## config.mk

```make
export PLATFORM = sky130hd
export DESIGN_NAME = stopwatch_display
export DESIGN_NICKNAME = d
export VERILOG_FILES = /design/src/rtl/stopwatch_display_pkg.sv /design/src/rtl/stopwatch_display_bcd_split99.sv /design/src/rtl/stopwatch_display.sv
export SDC_FILE = /design/constraint.sdc
export NUM_CORES = 1
export LEC_CHECK = 0
export ABC_CLOCK_PERIOD_IN_PS = 5100
export BUFFER_PORTS_ARGS = -buffer_cell sky130_fd_sc_hd__buf_2
export CORE_ASPECT_RATIO = 2
export CORE_UTILIZATION = 54
export DETAILED_ROUTE_END_ITERATION = 10
export PLACE_DENSITY_LB_ADDON = 0.05
export SLEW_MARGIN = 20
export SYNTH_ARGS = -nofsm -noshare
export SYNTH_HDL_FRONTEND = slang
export SYNTH_SLANG_ARGS = --single-unit
```

## constraint.sdc

```tcl
create_clock -name mclk -period 5.1 [get_ports mclk]
set_input_delay 0.51 -clock mclk [delete_from_list [all_inputs] [get_ports mclk]]
set_output_delay 0.51 -clock mclk [all_outputs]
set_load 0.05 [all_outputs]
```

## src/rtl/stopwatch_display_pkg.sv

```systemverilog
// Shared constants for the stopwatch display: segment codes, digit count and mode encodings.
// Segment codes are {g,f,e,d,c,b,a}, active-low.
package stopwatch_display_pkg;

    localparam int NUM_DIGITS = 4;

    localparam logic MODE_SSCC = 1'b0;
    localparam logic MODE_MMSS = 1'b1;

    localparam logic [6:0] SEG_0     = 7'b1000000;
    localparam logic [6:0] SEG_1     = 7'b1111001;
    localparam logic [6:0] SEG_2     = 7'b0100100;
    localparam logic [6:0] SEG_3     = 7'b0110000;
    localparam logic [6:0] SEG_4     = 7'b0011001;
    localparam logic [6:0] SEG_5     = 7'b0010010;
    localparam logic [6:0] SEG_6     = 7'b0000010;
    localparam logic [6:0] SEG_7     = 7'b1111000;
    localparam logic [6:0] SEG_8     = 7'b0000000;
    localparam logic [6:0] SEG_9     = 7'b0010000;
    localparam logic [6:0] SEG_DASH  = 7'b0111111;
    localparam logic [6:0] SEG_BLANK = 7'b1111111;

    function automatic logic [6:0] seg_of(input logic [3:0] d);
        logic [6:0] s;
        case (d)
            4'd0:    s = SEG_0;
            4'd1:    s = SEG_1;
            4'd2:    s = SEG_2;
            4'd3:    s = SEG_3;
            4'd4:    s = SEG_4;
            4'd5:    s = SEG_5;
            4'd6:    s = SEG_6;
            4'd7:    s = SEG_7;
            4'd8:    s = SEG_8;
            4'd9:    s = SEG_9;
            default: s = SEG_BLANK;
        endcase
        return s;
    endfunction

endpackage

```

## src/rtl/stopwatch_display_bcd_split99.sv

```systemverilog
// Splits an 8-bit binary value into two decimal digits; ovf flags values above 99.
module bcd_split99 (
    input  logic [7:0] i_v,
    output logic [3:0] o_tens,
    output logic [3:0] o_ones,
    output logic       o_ovf
);

    assign o_ovf  = (i_v > 8'd99);
    assign o_tens = 4'(i_v / 8'd10);
    assign o_ones = 4'(i_v % 8'd10);

endmodule

```

## src/rtl/stopwatch_display.sv

```systemverilog
// Four-digit multiplexed seven-segment driver for the stopwatch: snapshots the timer once
// per frame, splits the values into digits and scans them out with a blanked first cycle per slot.
module stopwatch_display
    import stopwatch_display_pkg::*;
#(
    parameter int SCAN_DIV = 1000
) (
    input  logic       mclk,
    input  logic       reset,
    input  logic [7:0] minute,
    input  logic [7:0] second,
    input  logic [7:0] ms10,
    input  logic       mode,
    input  logic       freeze,
    output logic [3:0] an,
    output logic [6:0] seg,
    output logic       dp
);

    localparam int CNT_W = (SCAN_DIV > 2) ? $clog2(SCAN_DIV) : 1;
    localparam int IDX_W = $clog2(NUM_DIGITS);
    localparam logic [CNT_W-1:0] CNT_LAST = CNT_W'(SCAN_DIV - 1);

    logic [CNT_W-1:0] r_cnt;
    logic [IDX_W-1:0] r_idx;
    logic [7:0]       r_min_s;
    logic [7:0]       r_sec_s;
    logic [7:0]       r_cs_s;
    logic             r_mode_s;

    logic             w_frame_start;
    logic [3:0]       w_min_t, w_min_o, w_sec_t, w_sec_o, w_cs_t, w_cs_o;
    logic             w_min_ovf, w_sec_ovf, w_cs_ovf;
    logic [3:0]       w_dig;
    logic             w_ovf;
    logic             w_blank;
    logic [6:0]       w_seg;
    logic             w_dp;
    logic [3:0]       w_an;

    assign w_frame_start = (r_cnt == '0) && (r_idx == '0);

    always_ff @(posedge mclk) begin
        if (reset) begin
            r_cnt <= '0;
            r_idx <= '0;
        end else if (r_cnt == CNT_LAST) begin
            r_cnt <= '0;
            r_idx <= r_idx + 1'b1;
        end else begin
            r_cnt <= r_cnt + 1'b1;
        end
    end

    // Snapshot only at frame start so a frame never mixes two timer readings.
    always_ff @(posedge mclk) begin
        if (reset) begin
            r_min_s  <= '0;
            r_sec_s  <= '0;
            r_cs_s   <= '0;
            r_mode_s <= 1'b0;
        end else if (w_frame_start && !freeze) begin
            r_min_s  <= minute;
            r_sec_s  <= second;
            r_cs_s   <= ms10;
            r_mode_s <= mode;
        end
    end

    bcd_split99 u_split_min (.i_v(r_min_s), .o_tens(w_min_t), .o_ones(w_min_o), .o_ovf(w_min_ovf));
    bcd_split99 u_split_sec (.i_v(r_sec_s), .o_tens(w_sec_t), .o_ones(w_sec_o), .o_ovf(w_sec_ovf));
    bcd_split99 u_split_cs  (.i_v(r_cs_s),  .o_tens(w_cs_t),  .o_ones(w_cs_o),  .o_ovf(w_cs_ovf));

    always_comb begin
        w_dig   = 4'd0;
        w_ovf   = 1'b0;
        w_blank = 1'b0;
        w_dp    = 1'b1;
        case (r_idx)
            2'd0: begin
                w_dig = (r_mode_s == MODE_MMSS) ? w_sec_o   : w_cs_o;
                w_ovf = (r_mode_s == MODE_MMSS) ? w_sec_ovf : w_cs_ovf;
            end
            2'd1: begin
                w_dig = (r_mode_s == MODE_MMSS) ? w_sec_t   : w_cs_t;
                w_ovf = (r_mode_s == MODE_MMSS) ? w_sec_ovf : w_cs_ovf;
            end
            2'd2: begin
                w_dig = (r_mode_s == MODE_MMSS) ? w_min_o   : w_sec_o;
                w_ovf = (r_mode_s == MODE_MMSS) ? w_min_ovf : w_sec_ovf;
                // MM.SS blinks the point at 1 Hz using the hundredths snapshot.
                w_dp  = (r_mode_s == MODE_MMSS) ? (r_cs_s >= 8'd50) : 1'b0;
            end
            default: begin
                w_dig   = (r_mode_s == MODE_MMSS) ? w_min_t   : w_sec_t;
                w_ovf   = (r_mode_s == MODE_MMSS) ? w_min_ovf : w_sec_ovf;
                w_blank = (r_mode_s == MODE_MMSS) && (w_min_t == 4'd0);
            end
        endcase
        if (w_ovf) begin
            w_seg = SEG_DASH;
        end else if (w_blank) begin
            w_seg = SEG_BLANK;
        end else begin
            w_seg = seg_of(w_dig);
        end
    end

    assign w_an = ~(4'b0001 << r_idx);

    // First cycle of every slot is dark so the previous digit does not ghost onto the next anode.
    always_ff @(posedge mclk) begin
        if (reset || r_cnt == '0) begin
            an  <= 4'b1111;
            seg <= SEG_BLANK;
            dp  <= 1'b1;
        end else begin
            an  <= w_an;
            seg <= w_seg;
            dp  <= w_dp;
        end
    end

endmodule

```

-- After elaboration in Yosys (flattened, before gate mapping)
Memory sizes are Yosys's and may differ from the RTL's.
Cells that the tools add are included.
- register bits after elaboration: 49
- memory bits (read-only): 112
- bits of input ports: 28
- word-level logic and storage cells: 54
- memories: 1
- add/sub/neg operators: 2
- divide/modulo/power cells: 6
- order comparisons: 4
- equality and inequality tests: 3
- shift-type cells: 1
- multiplexer cells: 12
- bitwise logic cells: 2
- reductions and logical operators: 13
- memories (memory ; words ; width ; rd ports ; clocked after Yosys merged registers in ; write ports ; line ; text):
    (no name shown) ; 16 ; 7 ; 1 ; 0 ; 0 ; stopwatch_display_pkg.sv:25 ; case (d)
- operators with widths (kind ; number):
    $div 8x4->8 const B ; 3
    $gt 8x7->1 const B ; 3
    $mod 8x4->8 const B ; 3
    $mux 4 ; 4
    $mux 7 ; 2
    $pmux 4 s3 ; 1
    $add 10x1->10 const B ; 1
    $eq 10x10->1 const B ; 1
    $logic_not 10->1 ; 1
    $ge 8x6->1 const B ; 1
    $reduce_or 2->1 ; 3
    $reduce_or 3->1 ; 2
    $mux 1 ; 5
    $logic_not 4->1 ; 1
    $not 4->4 ; 1
    $shl 1x2->4 const A ; 1
    $logic_and 1x1->1 ; 3
    $add 2x1->2 const B ; 1
    $eq 2x1->1 const B ; 1
    $eq 2x2->1 const B ; 1
    $logic_not 2->1 ; 1
    $logic_not 1->1 ; 1
    $logic_or 1x1->1 ; 1
    $not 1->1 ; 1

-- Longest topological paths before layout
- word-level depth: 6
- depth in mapped cells: 17
- depth with buffers taken out: 15

-- By module
A second synthesis with hierarchy kept.
- cell total of the unflattened synthesis: 587
- area total of the unflattened synthesis: 4510.6 sq um
- modules (own cells, without submodules) (module ; times used ; cells an instance ; area an instance (sq um) ; sequential area each (sq um)):
    stopwatch_display ; 1 ; 243 ; 2374.8 ; 980.9
    bcd_split99 at u_split_cs ... ; 2 ; 90 ; 581.8 ; 0.0
    bcd_split99 at u_split_sec ; 1 ; 164 ; 972.2 ; 0.0

-- Worst setup path after synthesis
No wires, ideal clock.
- kind: flip-flop to flip-flop
- start: register r_sec_s[4]
- end: register seg[0]
- arrival time: 3.466 ns
- required time: 4.969 ns
- setup slack: 1.504 ns
- stages on the path, launching flop included: 17
- path buffers: 2
- clock period less this slack: 3.596 ns
- path through: dfxtp_1 > clkbuf_1 > nor2b_1 > a22oi_1 > o32ai_1 > or2_1 > clkbuf_1 > o21ai_0 > a21oi_1 > a31oi_1 > ha_1 > inv_1 > o211a_1 > o311ai_1 > a41oi_1 > nor3b_1 > o21ai_1
- word-level cells in the longest chain between the ends: 4
- RTL lines (element ; line ; text):
    start: declaration ; stopwatch_display.sv:27 ; logic [7:0] r_sec_s;
    start signal: assignment ; stopwatch_display.sv:64 ; r_sec_s <= second;
    $div 8x4->8 (tied with other cells) ; stopwatch_display_bcd_split99.sv:10 ; assign o_tens = 4'(i_v / 8'd10);
    $mux 4 (tied with other cells) ; stopwatch_display.sv:95 ; w_dig = (r_mode_s == MODE_MMSS) ? w_min_t : w_sec_t;
    $pmux 4 s3 or $mux 1 (tied branches) ; - ;
    $mem_v2 16x7 or $reduce_or 3->1 (tied branches) ; - ;
    end signal: assignment ; stopwatch_display.sv:119 ; seg <= w_seg;
    end: declaration ; stopwatch_display.sv:16 ; output logic [6:0] seg,
Several ways; a longest one is shown, not always the timed one.
A chain may end at the register's enable or synchronous reset.

-- Worst setup path in the final report
- start: register r_sec_s[5]
- end: register seg[3]
Same word-level chain as after synthesis.

==> summary.md <==
| Metric | Value |
|---|---|
| Reg2Reg Setup Slack | 0.90 ns |
| Crit-path max cell delay | 0.69 ns |
| CP startpoint kind | flip-flop |
| Number of synthesized flops with an enable pin | 0 |
| Critical path endpoint category | flip-flop |
| Drt drc | 0 |
| Yosys warns | 0 |
| Final Hold Viols | 0 |
| Synth unique cells | 80 |
| Max-slew violation count | 0 |
| Post-detailed-route wirelength per cell | 17.3 um |
| Cell area after synthesis | 0.00427 sq mm |
| Fin nets | 644 |
| Setup CP Type | reg -> reg |
| Core Util, Final | 60.0% |
| Mapped Nets | 645 |
| Die Width | 64.9 um |
| Antenna violations before repair | 0 |
| Normalized max-slew margin | 40.3% |
| Core ar. | 0.00760 sq mm |
| Total grt overflow | 0 |
| Register Area | 981 sq um |
| Antenna cells | 0 |
| Total die area | 0.00828 sq mm |
| Worst path top cell family by delay | compound AO/OA/AOI/OAI gates |
| Iter 0 DRT Violations | 239 |
| Drt total wl | 12000 um |
| Post-DP HPWL | 9010 um |
| FF-to-FF path depth | 13 |
| Result of the run | complete, no violations |
| Via count | 4409 |
| CP Cell Sequence | nor2b_1 > nor4_1 > o41ai_2 > a21oi_1 > a31oi_1 > ha_1 > nor3_1 > a211o_1 > a211oi_1 > a311o_1 > a2bb2oi_2 > nor3b_1 > o21ai_1 |
| Mapped Cells | 602 |
| Largest net degree at the start of global routing | 32 |
| #FFs+latches synth | 49 |
| Worst path depth | 13 |
| Number of port buffers | 39 |
| Worst Skew | 0.00558 ns |
| Crit-path slowest cell | o41ai_2 |
| Clock sink count | 49 |
| First-pass GRT wire length | 19700 um |
| Overall Global Routing Usage | 30.5% |
| Post-CTS sizing | 0 |
| RSZ-0062 raised after global routing | false |
| VDD IR-drop max | 0.000196 V |
| Hold bufs inserted after CTS | 0 |
| Clk_lat worst skew | 0.30 ns |
| Post-synth top flop | dfxtp_1 |
| I/O pin count | 40 |
| Register area share after synthesis | 23.0% |
| Setup violators final | 0 |
| Crit path DAT | 4.38 ns |
| RR Startpoint | r_sec_s[5]$_SDFFE_PP0P_ |
| Ys async rst share | 0% |
| Routed vias/inst | 6.33 |
| Slew @ Worst Pin | 0.891 ns |
| Power per Cell Area | 273 mW/mm^2 |
| Post-CTS Setup Repair Bufs | 0 |
| CTS Root Cell | clkbuf_16 |
| Clk buf depth | 2 |
| Synth top cells by count | nand2_1, a21oi_1, dfxtp_1 |
| Worst hold path type | in -> reg |
| Gp weighted congestion | 0.926 |
| Total CTS buffers | 5 |
| Syn-to-layout area delta | 6.86% |
| ANT nets after route | 0 |
| Fill count | 752 |
| Setup TNS | 0 ns |
| Number of global-route vias before repair | 4207 |
| Required @ worst endpoint | 5.27 ns |
| Die Ht | 128 um |
| R2R Path End | seg[3]$_SDFF_PP1_ |
| H-tree levels | 2 |
| Mean post-synth cell area | 7.09 sq um |
| Multi-input gate area | 0.00300 sq mm |
| Top post-synthesis cells by area | dfxtp_1, nand2_1, a21oi_1 |
| Initial Util | 56.1% |
| Area leader, netlist | dfxtp_1 |
| TritonCTS clock tree | done |
| Row count | 45 |
| F_max | 238 MHz |
| Period Utilization, post-route | 82.4% |
| First-pass DRT Iterations | 5 |
| Yosys top cell area share | 23.0% |
| Most frequent cell after synthesis | nand2_1 |
| Bufs and invs on worst path | 0 |
| Worst hold start | minute[1] |
| Max-cap violations | 0 |
| Hold Path Stages | 3 |
| Pleak | 0.00160 uW |
| Tmin final | 4.20 ns |
| Crit-path max FO | 12 |
| Hold Path End | r_min_s[1]$_SDFFE_PP0P_ |
| Layout cells sized above 1 | 11.5% |
| Reg clk slew, reported paths | 0.07 ns |
## area by class of cell
| class | count | share of cell area [%] |
|---|---|---|
| multi-input cells | 479 | 65.9 |
| flip-flops and latches | 49 | 21.5 |
| repair buffers | 43 | 4.94 |
| clock buffers | 5 | 2.74 |
| well taps | 94 | 2.58 |
| inverters | 23 | 1.89 |
| clock inverters | 3 | 0.467 |
## through the flow
step | setup slack [ns] | hold slack [ns] | std cells | total power, uW | area (sq um)
6_report | 0.897 | 0.441 | 696 | 1240 | 4560
5_1_grt | 0.571 | 0.448 | 696 | 1310 | 4560
4_1_cts | 0.981 | 0.441 | 696 | 1250 | 4560
3_5_place_dp | 1.01 | 0.451 | 688 | 906 | 4410
3_3_place_gp | 1.08 | 0.436 | 688 | 896 | 4410
2_1_floorplan | 1.50 | 0.426 | 602 | 803 | 4270
## cell families (layout without fill, tap and decap cells)
| group | count (synthesis) | after routing | share of synthesized area [%] |
|---|---|---|---|
| AND/OR/NAND/NOR | 243 | 243 | 29.0 |
| flip-flops | 49 | 49 | 23.0 |
| multiplexers | 10 | 10 | 2.55 |
| buffers and inverters | 74 | 74 | 6.74 |
| XOR/XNOR | 22 | 22 | 4.52 |
| AO/OA/AOI/OAI | 186 | 186 | 29.1 |
| adder cells (fa/ha/maj) | 18 | 18 | 5.10 |
## placed cells by master, fill, tap and decap left out, types with 5 or more instances in the layout
cell and instances:
nor3_1 15, nor2b_1 12, buf_2 39, a21oi_1 49, nand3_1 20, o31ai_1 5
o211ai_1 8, a211oi_1 5, nor2_1 46, xor2_1 9, or3_1 5, inv_1 21
a211o_1 5, nand2_1 80, mux2i_1 6, ha_1 15, nand2b_1 19, clkbuf_16 5
nor3b_1 8, a22oi_1 6, dfxtp_1 49, o21ai_1 6, o21ai_0 34, a31oi_1 14
xnor2_1 13
## metal layers
| layer | GRT usage, % | up-vias | part of all wire, % |
|---|---|---|---|
| met1 | 30.3 | 2060 | 38 |
| met3 | 3.83 | 43 | 2.8 |
| met5 | 0 | - | 0 |
| met4 | 18.6 | 0 | 5.2 |
| met2 | 57.7 | 119 | 54 |
| li1 | - | 2187 | - |
## where the power goes
group / internal, uW / switching [uW]
combinational: 167 / 275
sequential: 410 / 51.1
clock: 183 / 158
total: 760 / 484
## registers in the layout, indices dropped and copies added (netlist names)
signal,flops
an,4
r_cs_s,8
dp,1
r_min_s,8
seg,7
r_idx,2
r_mode_s,1
r_sec_s,8
r_cnt,10
## worst min-delay path, cell delays in order
cell	delay (ns)
buf_2	0.09
nand2_1	0.04
a21oi_1	0.05
## worst max-delay path by stage
stage                                 start                 to  slack [ns]
finish              r_sec_s[5]$_SDFFE_PP0P_  seg[3]$_SDFF_PP1_        0.90
global route        r_sec_s[6]$_SDFFE_PP0P_  seg[5]$_SDFF_PP1_        0.57
CTS                 r_sec_s[5]$_SDFFE_PP0P_  seg[3]$_SDFF_PP1_        0.98
detailed placement  r_sec_s[5]$_SDFFE_PP0P_  seg[3]$_SDFF_PP1_        1.01
global placement    r_sec_s[5]$_SDFFE_PP0P_  seg[2]$_SDFF_PP1_        1.08
floorplan           r_sec_s[4]$_SDFFE_PP0P_  seg[0]$_SDFF_PP1_        1.50
Power figures use the tool's default switching activity.
